**src/rtl/sbus_spi_master.sv**
```systemverilog
// sbus_spi_master: mode-0 SPI master (MSB first, 8-bit frames) behind a system-bus register window
module sbus_spi_master #(
    parameter logic [7:0] BASE_ADDR = 8'h00,
    parameter logic [7:0] DIV_RESET = 8'd13
) (
    input  logic       clk,
    input  logic       rst,
    input  logic       stb,
    input  logic       rw,
    input  logic [7:0] addr,
    input  logic [7:0] wdata,
    output logic       ack,
    output logic [7:0] rdata,
    input  logic       spi_miso,
    output logic       spi_mosi,
    output logic       spi_sclk,
    output logic       spi_cs_n
);
    typedef enum logic [1:0] {IDLE, LEAD, HIGH, LOW} state_t;
    state_t     state_q;
    logic [7:0] tx_q, rx_q, shift_q, div_q, hdiv_q, cnt_q, rdata_q;
    logic [7:0] off, rdata_d;
    logic [3:0] bits_q;
    logic       hold_q, rxv_q, ovr_q, ack_q, bus_q, sclk_q, mosi_q;
    logic       acc, wr, busy, tick;
    assign off      = addr - BASE_ADDR;
    // bus_q remembers an already-acked strobe so a held stb is never acked twice
    assign acc      = stb && (off < 8'd5) && !ack_q && !bus_q;
    assign wr       = acc && rw;
    assign busy     = state_q != IDLE;
    assign tick     = cnt_q == 8'd0;
    assign ack      = ack_q;
    assign rdata    = rdata_q;
    assign spi_sclk = sclk_q;
    assign spi_mosi = mosi_q;
    assign spi_cs_n = ~(busy | hold_q);
    always_comb
        rdata_d = (off == 8'd0) ? tx_q :
                  (off == 8'd1) ? rx_q :
                  (off == 8'd2) ? {5'b0, ovr_q, rxv_q, busy} :
                  (off == 8'd3) ? {7'b0, hold_q} : div_q;
    always_ff @(posedge clk or posedge rst) begin
        if (rst) begin
            state_q <= IDLE;
            tx_q    <= 8'h00;
            rx_q    <= 8'h00;
            shift_q <= 8'h00;
            div_q   <= DIV_RESET;
            hdiv_q  <= DIV_RESET;
            cnt_q   <= 8'h00;
            rdata_q <= 8'h00;
            bits_q  <= 4'd0;
            hold_q  <= 1'b0;
            rxv_q   <= 1'b0;
            ovr_q   <= 1'b0;
            ack_q   <= 1'b0;
            bus_q   <= 1'b0;
            sclk_q  <= 1'b0;
            mosi_q  <= 1'b0;
        end else begin
            bus_q   <= stb && (bus_q || acc);
            ack_q   <= acc;
            rdata_q <= (acc && !rw) ? rdata_d : 8'h00;
            if (acc && !rw && off == 8'd1) rxv_q <= 1'b0;
            if (wr && off == 8'd0 && busy) ovr_q <= 1'b1;
            if (wr && off == 8'd2 && wdata[2]) ovr_q <= 1'b0;
            if (wr && off == 8'd3) hold_q <= wdata[0];
            if (wr && off == 8'd4) div_q <= wdata;
            if (busy) cnt_q <= tick ? hdiv_q : cnt_q - 8'd1;
            case (state_q)
                IDLE: if (wr && off == 8'd0) begin
                    state_q <= LEAD;
                    tx_q    <= wdata;
                    shift_q <= wdata;
                    mosi_q  <= wdata[7];
                    hdiv_q  <= div_q;
                    cnt_q   <= div_q;
                    bits_q  <= 4'd0;
                end
                LEAD, LOW: if (tick) begin
                    if (state_q == LOW && bits_q == 4'd8) begin
                        state_q <= IDLE;
                        mosi_q  <= 1'b0;
                        rx_q    <= shift_q;
                        rxv_q   <= 1'b1;
                    end else begin
                        state_q <= HIGH;
                        sclk_q  <= 1'b1;
                        shift_q <= {shift_q[6:0], spi_miso};
                        bits_q  <= bits_q + 4'd1;
                    end
                end
                HIGH: if (tick) begin
                    state_q <= LOW;
                    sclk_q  <= 1'b0;
                    mosi_q  <= shift_q[7];
                end
                default: ;
            endcase
        end
    end
endmodule

```
**config.mk**
```make
export PLATFORM = sky130hd
export DESIGN_NAME = sbus_spi_master
export DESIGN_NICKNAME = d
export VERILOG_FILES = /design/src/rtl/sbus_spi_master.sv
export SDC_FILE = /design/constraint.sdc
export NUM_CORES = 1
export LEC_CHECK = 0
export CORE_UTILIZATION = 35
export DETAILED_ROUTE_END_ITERATION = 7
export GPL_TIMING_DRIVEN = 0
export PLACE_DENSITY = 0.5
export SKIP_LAST_GASP = 1
export SLEW_MARGIN = 20
export SYNTH_ARGS = -nofsm -noshare
export SYNTH_HDL_FRONTEND = slang
export SYNTH_SLANG_ARGS = --single-unit
```
**constraint.sdc**
```tcl
create_clock -name clk -period 6.77 [get_ports clk]
set_input_delay 2.031 -clock clk [delete_from_list [all_inputs] [get_ports clk]]
set_output_delay 2.031 -clock clk [all_outputs]
set_load 0.02 [all_outputs]
```
## After elaboration in Yosys (flattened, before gate mapping)

Cells that the tools add are included.
W data, S select, Z words.

- Add/sub/neg operators: 2
- Magnitude comparators: 1
- Equal/unequal tests: 13
- Mux-type cells: 37
- Bitwise logic cells: 2
- Reductions and logical operators: 32

Operators by type and width:

| cell | number |
|---|---|
| $mux W8 | 12 |
| $eq A8 B2 Y1 const B | 2 |
| $logic_not A8 Y1 | 2 |
| $pmux W8 S2 | 1 |
| $logic_and A1 B1 Y1 | 14 |
| $mux W1 | 13 |
| $mux W4 | 3 |
| $reduce_and A4 Y1 | 3 |
| $ne A2 B2 Y1 const B | 5 |
| $eq A8 B1 Y1 const B | 1 |
| $eq A8 B3 Y1 const B | 1 |
| $lt A8 B3 Y1 const B | 1 |
| $mux W2 | 4 |
| $pmux W4 S2 | 1 |
| $reduce_bool A2 Y1 | 4 |
| $sub A8 B1 Y8 const B | 1 |
| $pmux W2 S3 | 1 |
| $reduce_and A3 Y1 | 2 |
| $add A4 B1 Y4 const B | 1 |
| $eq A2 B2 Y1 const B | 2 |
| $eq A4 B4 Y1 const B | 1 |
| $logic_not A1 Y1 | 3 |
| $pmux W1 S3 | 1 |
| $eq A2 B1 Y1 const B | 1 |
| other kinds (7) | 7 |

- Bits in registers: 69
- Bits of input ports: 21
- Output and inout port bits: 12
- Logic and storage cells: 103

## Logic depth before layout (Yosys ltp)

- Word-level depth: 10
- Depth in mapped cells: 7
- Gate-level depth less buffers: 6

## Least setup slack after synthesis

OpenSTA, ideal clock, no wires.

- Path type: input port to flip-flop
- Start point: input addr[7]
- End point: register rdata_q[1] (netlist: rdata[1])
- Setup time: 0.086 ns
- Arrival: 3.685 ns
- Required time: 6.684 ns
- Path slack: 2.999 ns
- Stages on the path: 5
- Buffers on the path: 1
- Cell sequence: or4_1 -> or4b_4 -> or3_1 -> buf_2 -> nor3_1

- Cells in the longest elaborated chain, start to end: 6
- Elaborated cells between the ends (all ways): 14
- Classes of those cells: order compare: 1; eq/ne: 3; mux: 5; reduce/logical: 5

Ends and longest elaborated chain:

| element | RTL line | source |
|---|---|---|
| start: declaration | 10 | `input logic [7:0] addr,` |
| $lt A8 B3 Y1 or $eq A8 B2 Y1 (tied branches) | 28, 41 |  |
| $logic_and A1 B1 Y1 or $mux W8 (tied branches) | 28, 41 |  |
| $logic_and A1 B1 Y1 or $mux W8 (tied branches) | 28, 40 |  |
| $logic_and A1 B1 Y1 or $mux W8 (tied branches) | 28, 39 |  |
| $logic_and A1 B1 Y1 or $mux W8 (tied branches) | 63, 38 |  |
| $mux W8 (*) | 63 | `rdata_q <= (acc && !rw) ? rdata_d : 8'h00;` |
| end signal: assignment | 63 |  |
| end: declaration | 21 | `logic [7:0] tx_q, rx_q, shift_q, div_q, hdiv_q, cnt_q, rdata_q;` |

Every way passes the cells marked *; elsewhere a longest branch is shown, timed or not.
A chain may end at the register's enable or synchronous reset.

## Worst setup path in the final report

- Start point: input addr[7]
- End point: register hdiv_q[6]

- Cells in the longest elaborated chain, start to end: 7
- Elaborated cells between the ends (all ways): 8
- Classes of those cells: order compare: 1; reduce/logical: 7

Ends and longest elaborated chain:

| element | RTL line | source |
|---|---|---|
| $lt A8 B3 Y1 | 28 | `assign acc = stb && (off < 8'd5) && !ack_q && !bus_q;` |
| $logic_and A1 B1 Y1 (3 in series) | 28 |  |
| $logic_and A1 B1 Y1 | 29 | `assign wr = acc && rw;` |
| $logic_and A1 B1 Y1 (*) | 71 | `IDLE: if (wr && off == 8'd0) begin` |
| $reduce_and A2 Y1 (no line) (*) | - |  |
| end signal: assignment | 76 | `hdiv_q <= div_q;` |
| end: declaration | 21 |  |

Marked as above.

==> qor.yml <==
run_status:
  status: "finished clean"
floorplan:
  fp.dieArea_um2: 10200
  fp.coreArea_um2: 9330
  start_util_pct: 36.6
  die_height_um: 101
  io_pins: 33
  die_w_um: 101
  row_count: 35
synthesis:
  synth_fp_nets: 317
  avgSynthCellArea_um2: 11.7
  netlist.area_leader.share_pct: 46.2
  ys.flop_type: "dfrtp_1"
  yosys_register_bits: 69
  yosysWarnings: 0
  synth_area_um2: 3410
  synth.top_cells.by_area: "dfrtp_1 (46%), mux2_2 (10%), mux2_1 (6.9%)"
  async_flop_share_pct: 100
  synth.distinct_cells: 50
  syn_inst: 292
  synth-edff-count: 0
  synth-seq-area-share_pct: 50.8
  synth_largest_area_cell: "dfrtp_1"
detailed_routing:
  wirelength_um: 8170
  wire_per_inst_um: 17.4
  vias_per_cell: 5.16
  dr.first_iter.drc_count: 122
  drt_first_pass_iters: 4
  drc_errors: 0
  final_antenna_net_count: 0
  num_vias: 2422
timing:
  slew_headroom_pct: 40.2
  setup_tns_ps: 0
  setup_viol: 0
  max_freq_mhz: 222
  period_share_pct: 66.4
  hold_viol: 0
  final_max_slew_viol_count: 0
  skew_ps: 12.0
  tightest_slew_ps: 889
  rsz0062_at_grt: "no"
  period_minus_slack_ps: 4500
power:
  peakVddDrop_mv: 0.101
  power_density_nw_per_um2: 210
  leakagePower_nw: 1.80
layout:
  mostFrequentLayoutCells: "dfrtp_1 (63), mux2_2 (31), clkdlybuf4s50_1 (31)"
  layout-drive-gt1-share_pct: 18.5
  fin_area_um2: 4100
  nets: 360
  areaGrowthSynthToFinish_pct: 20.1
  diodes: 0
  fillers: 908
  layout_commonest_cell: "dfrtp_1"
setup_path:
  max_stage_delay_ps: 780
  crit_chain: "clkdlybuf4s50_1, nor4_1, nand4_1, clkbuf_1, mux2_1"
  end_kind: "flop"
  cp.arrival_ps: 4720
  cp-start-kind: "primary input"
  crit_slowest_cell: "nor4_1"
  worstSetupPathType: "primary input to flop"
  critPathMaxFanout: 10
  cp.required_ps: 6990
global_routing:
  grt_util_all_layers_pct: 18.3
  grt_pass1_vias: 2582
  antenna_found_initial: 0
  grt_max_degree: 55
  grt_overflow: 0
  grt_pass1_wl_um: 13900
clock_tree:
  postCtsSetupRepairBufs: 0
  cts_tree: "done"
  cts_buffers: 9
  clk_path_buf_depth: 2
  clkSlewWorstSetupHoldPaths_ps: 80
  cts-resized-gates: 0
  clk_latency_ps: 350
  htree_levels: 3
  cts_sinks: 69
  cts_root_buffer: "clkbuf_8"
  hold_buffers: 0
hold_path:
  hp-class: "flop to flop"
run:
  drv_cap: 0
placement:
  dp_hpwl_um: 5840
  io_buffers: 31
  gp_congestion: 0.850
  placed_area_um2: 3920
==> synthesized netlist by cell type (all sizes together), types with 2 or more instances <==
| library cell | number |
|---|---|
| dfrtp | 63 |
| mux2 | 52 |
| a21oi | 18 |
| mux2i | 17 |
| clkbuf | 13 |
| nand2 | 13 |
| nor2 | 13 |
| inv | 10 |
| a211oi | 6 |
| dfstp | 6 |
| nand3 | 6 |
| nor3 | 6 |
| o21ai | 6 |
| or3 | 6 |
| a221oi | 4 |
| and3 | 4 |
| ha | 4 |
| nand4 | 4 |
| nor4 | 4 |
| o21a | 3 |
| or2 | 3 |
| a31oi | 2 |
| buf | 2 |
| nand4b | 2 |
| nor2b | 2 |
| nor4b | 2 |
| o41ai | 2 |
| or4 | 2 |
| xnor2 | 2 |
==> state kept, by name, indices dropped and copies added (netlist names), named ones only <==
| register | cells |
|---|---|
| bus_q | 1 |
| bits_q | 4 |
| rdata | 8 |
| state_q | 1 |
| spi_sclk | 1 |
| hdiv_q | 8 |
| rx_q | 8 |
| rxv_q | 1 |
| div_q | 8 |
| cnt_q | 8 |
| ovr_q | 1 |
| shift_q | 8 |
| hold_q | 1 |
| tx_q | 8 |
| spi_mosi | 1 |
| ack | 1 |
==> final cells by class <==
cell class,instances,area (µm²),share of cell area [%]
Sequential cell,69,1730,42.3
Multi-Input combinational cell,198,1580,38.7
Timing Repair Buffer,32,338,8.24
Tap cell,129,161,3.94
Clock buffer,9,124,3.02
Clock inverter,7,58.8,1.44
Buffer,15,57.6,1.40
Inverter,10,40.0,0.977
==> cells by family after synthesis <==
kind of cell	synth area share, %
buffers and inverters	2.79
AND/OR/NAND/NOR	12.7
XOR/XNOR	0.770
flip-flops	50.8
AO/OA/AOI/OAI	9.31
adder cells (fa/ha/maj)	1.47
multiplexers	22.1
==> stage by stage <==
stage	power, mW	hold WS [ps]	setup slack (ps)	utilization (%)	instances
2_1_floorplan	0.517	459	3000	-	292
3_3_place_gp	0.552	473	1690	41.6	452
3_5_place_dp	0.557	475	1900	42.0	453
4_1_cts	0.873	494	2270	43.9	469
5_1_grt	0.904	505	2080	43.9	469
6_report	0.859	494	2270	43.9	469
==> path summary, 6_finish.rpt <==
path | end | slack (ps) | depth (start not counted) | startpoint
setup / recovery | hdiv_q[6] | 2270 | 5 | addr[7]
hold / removal | spi_mosi | 490 | 1 | spi_mosi
setup reg to reg | rx_q[7] | 4000 | 7 | cnt_q[0]
hold reg to reg | spi_mosi | 490 | 1 | spi_mosi
max in group asynchronous | div_q[0] | 4230 | 3 | rst
min in group asynchronous | rdata[1] | 1970 | 2 | rst
==> where the power goes <==
group / internal, mW / switching [mW]
Clock: 0.137 / 0.174
Combinational: 0.0482 / 0.0559
Sequential: 0.427 / 0.0171
Total: 0.613 / 0.247
==> worst max-delay path: cells and delay by family <==
| family | cells | cell delay (ps) |
|---|---|---|
| multiplexers | 1 | 420 |
| AND/OR/NAND/NOR | 2 | 1370 |
| buffers and inverters | 2 | 890 |
==> layer usage <==
layer,share of wire (%),routed length (µm),vias up,GRT usage (%)
li1,-,-,1166,-
met1,48,3950,1207,25.6
met2,47,3830,43,28.8
met3,3.8,308,6,3.61
met4,0.98,80,0,5.46
met5,0,0,-,0
Note: power is estimated with default switching activity, not from simulation.
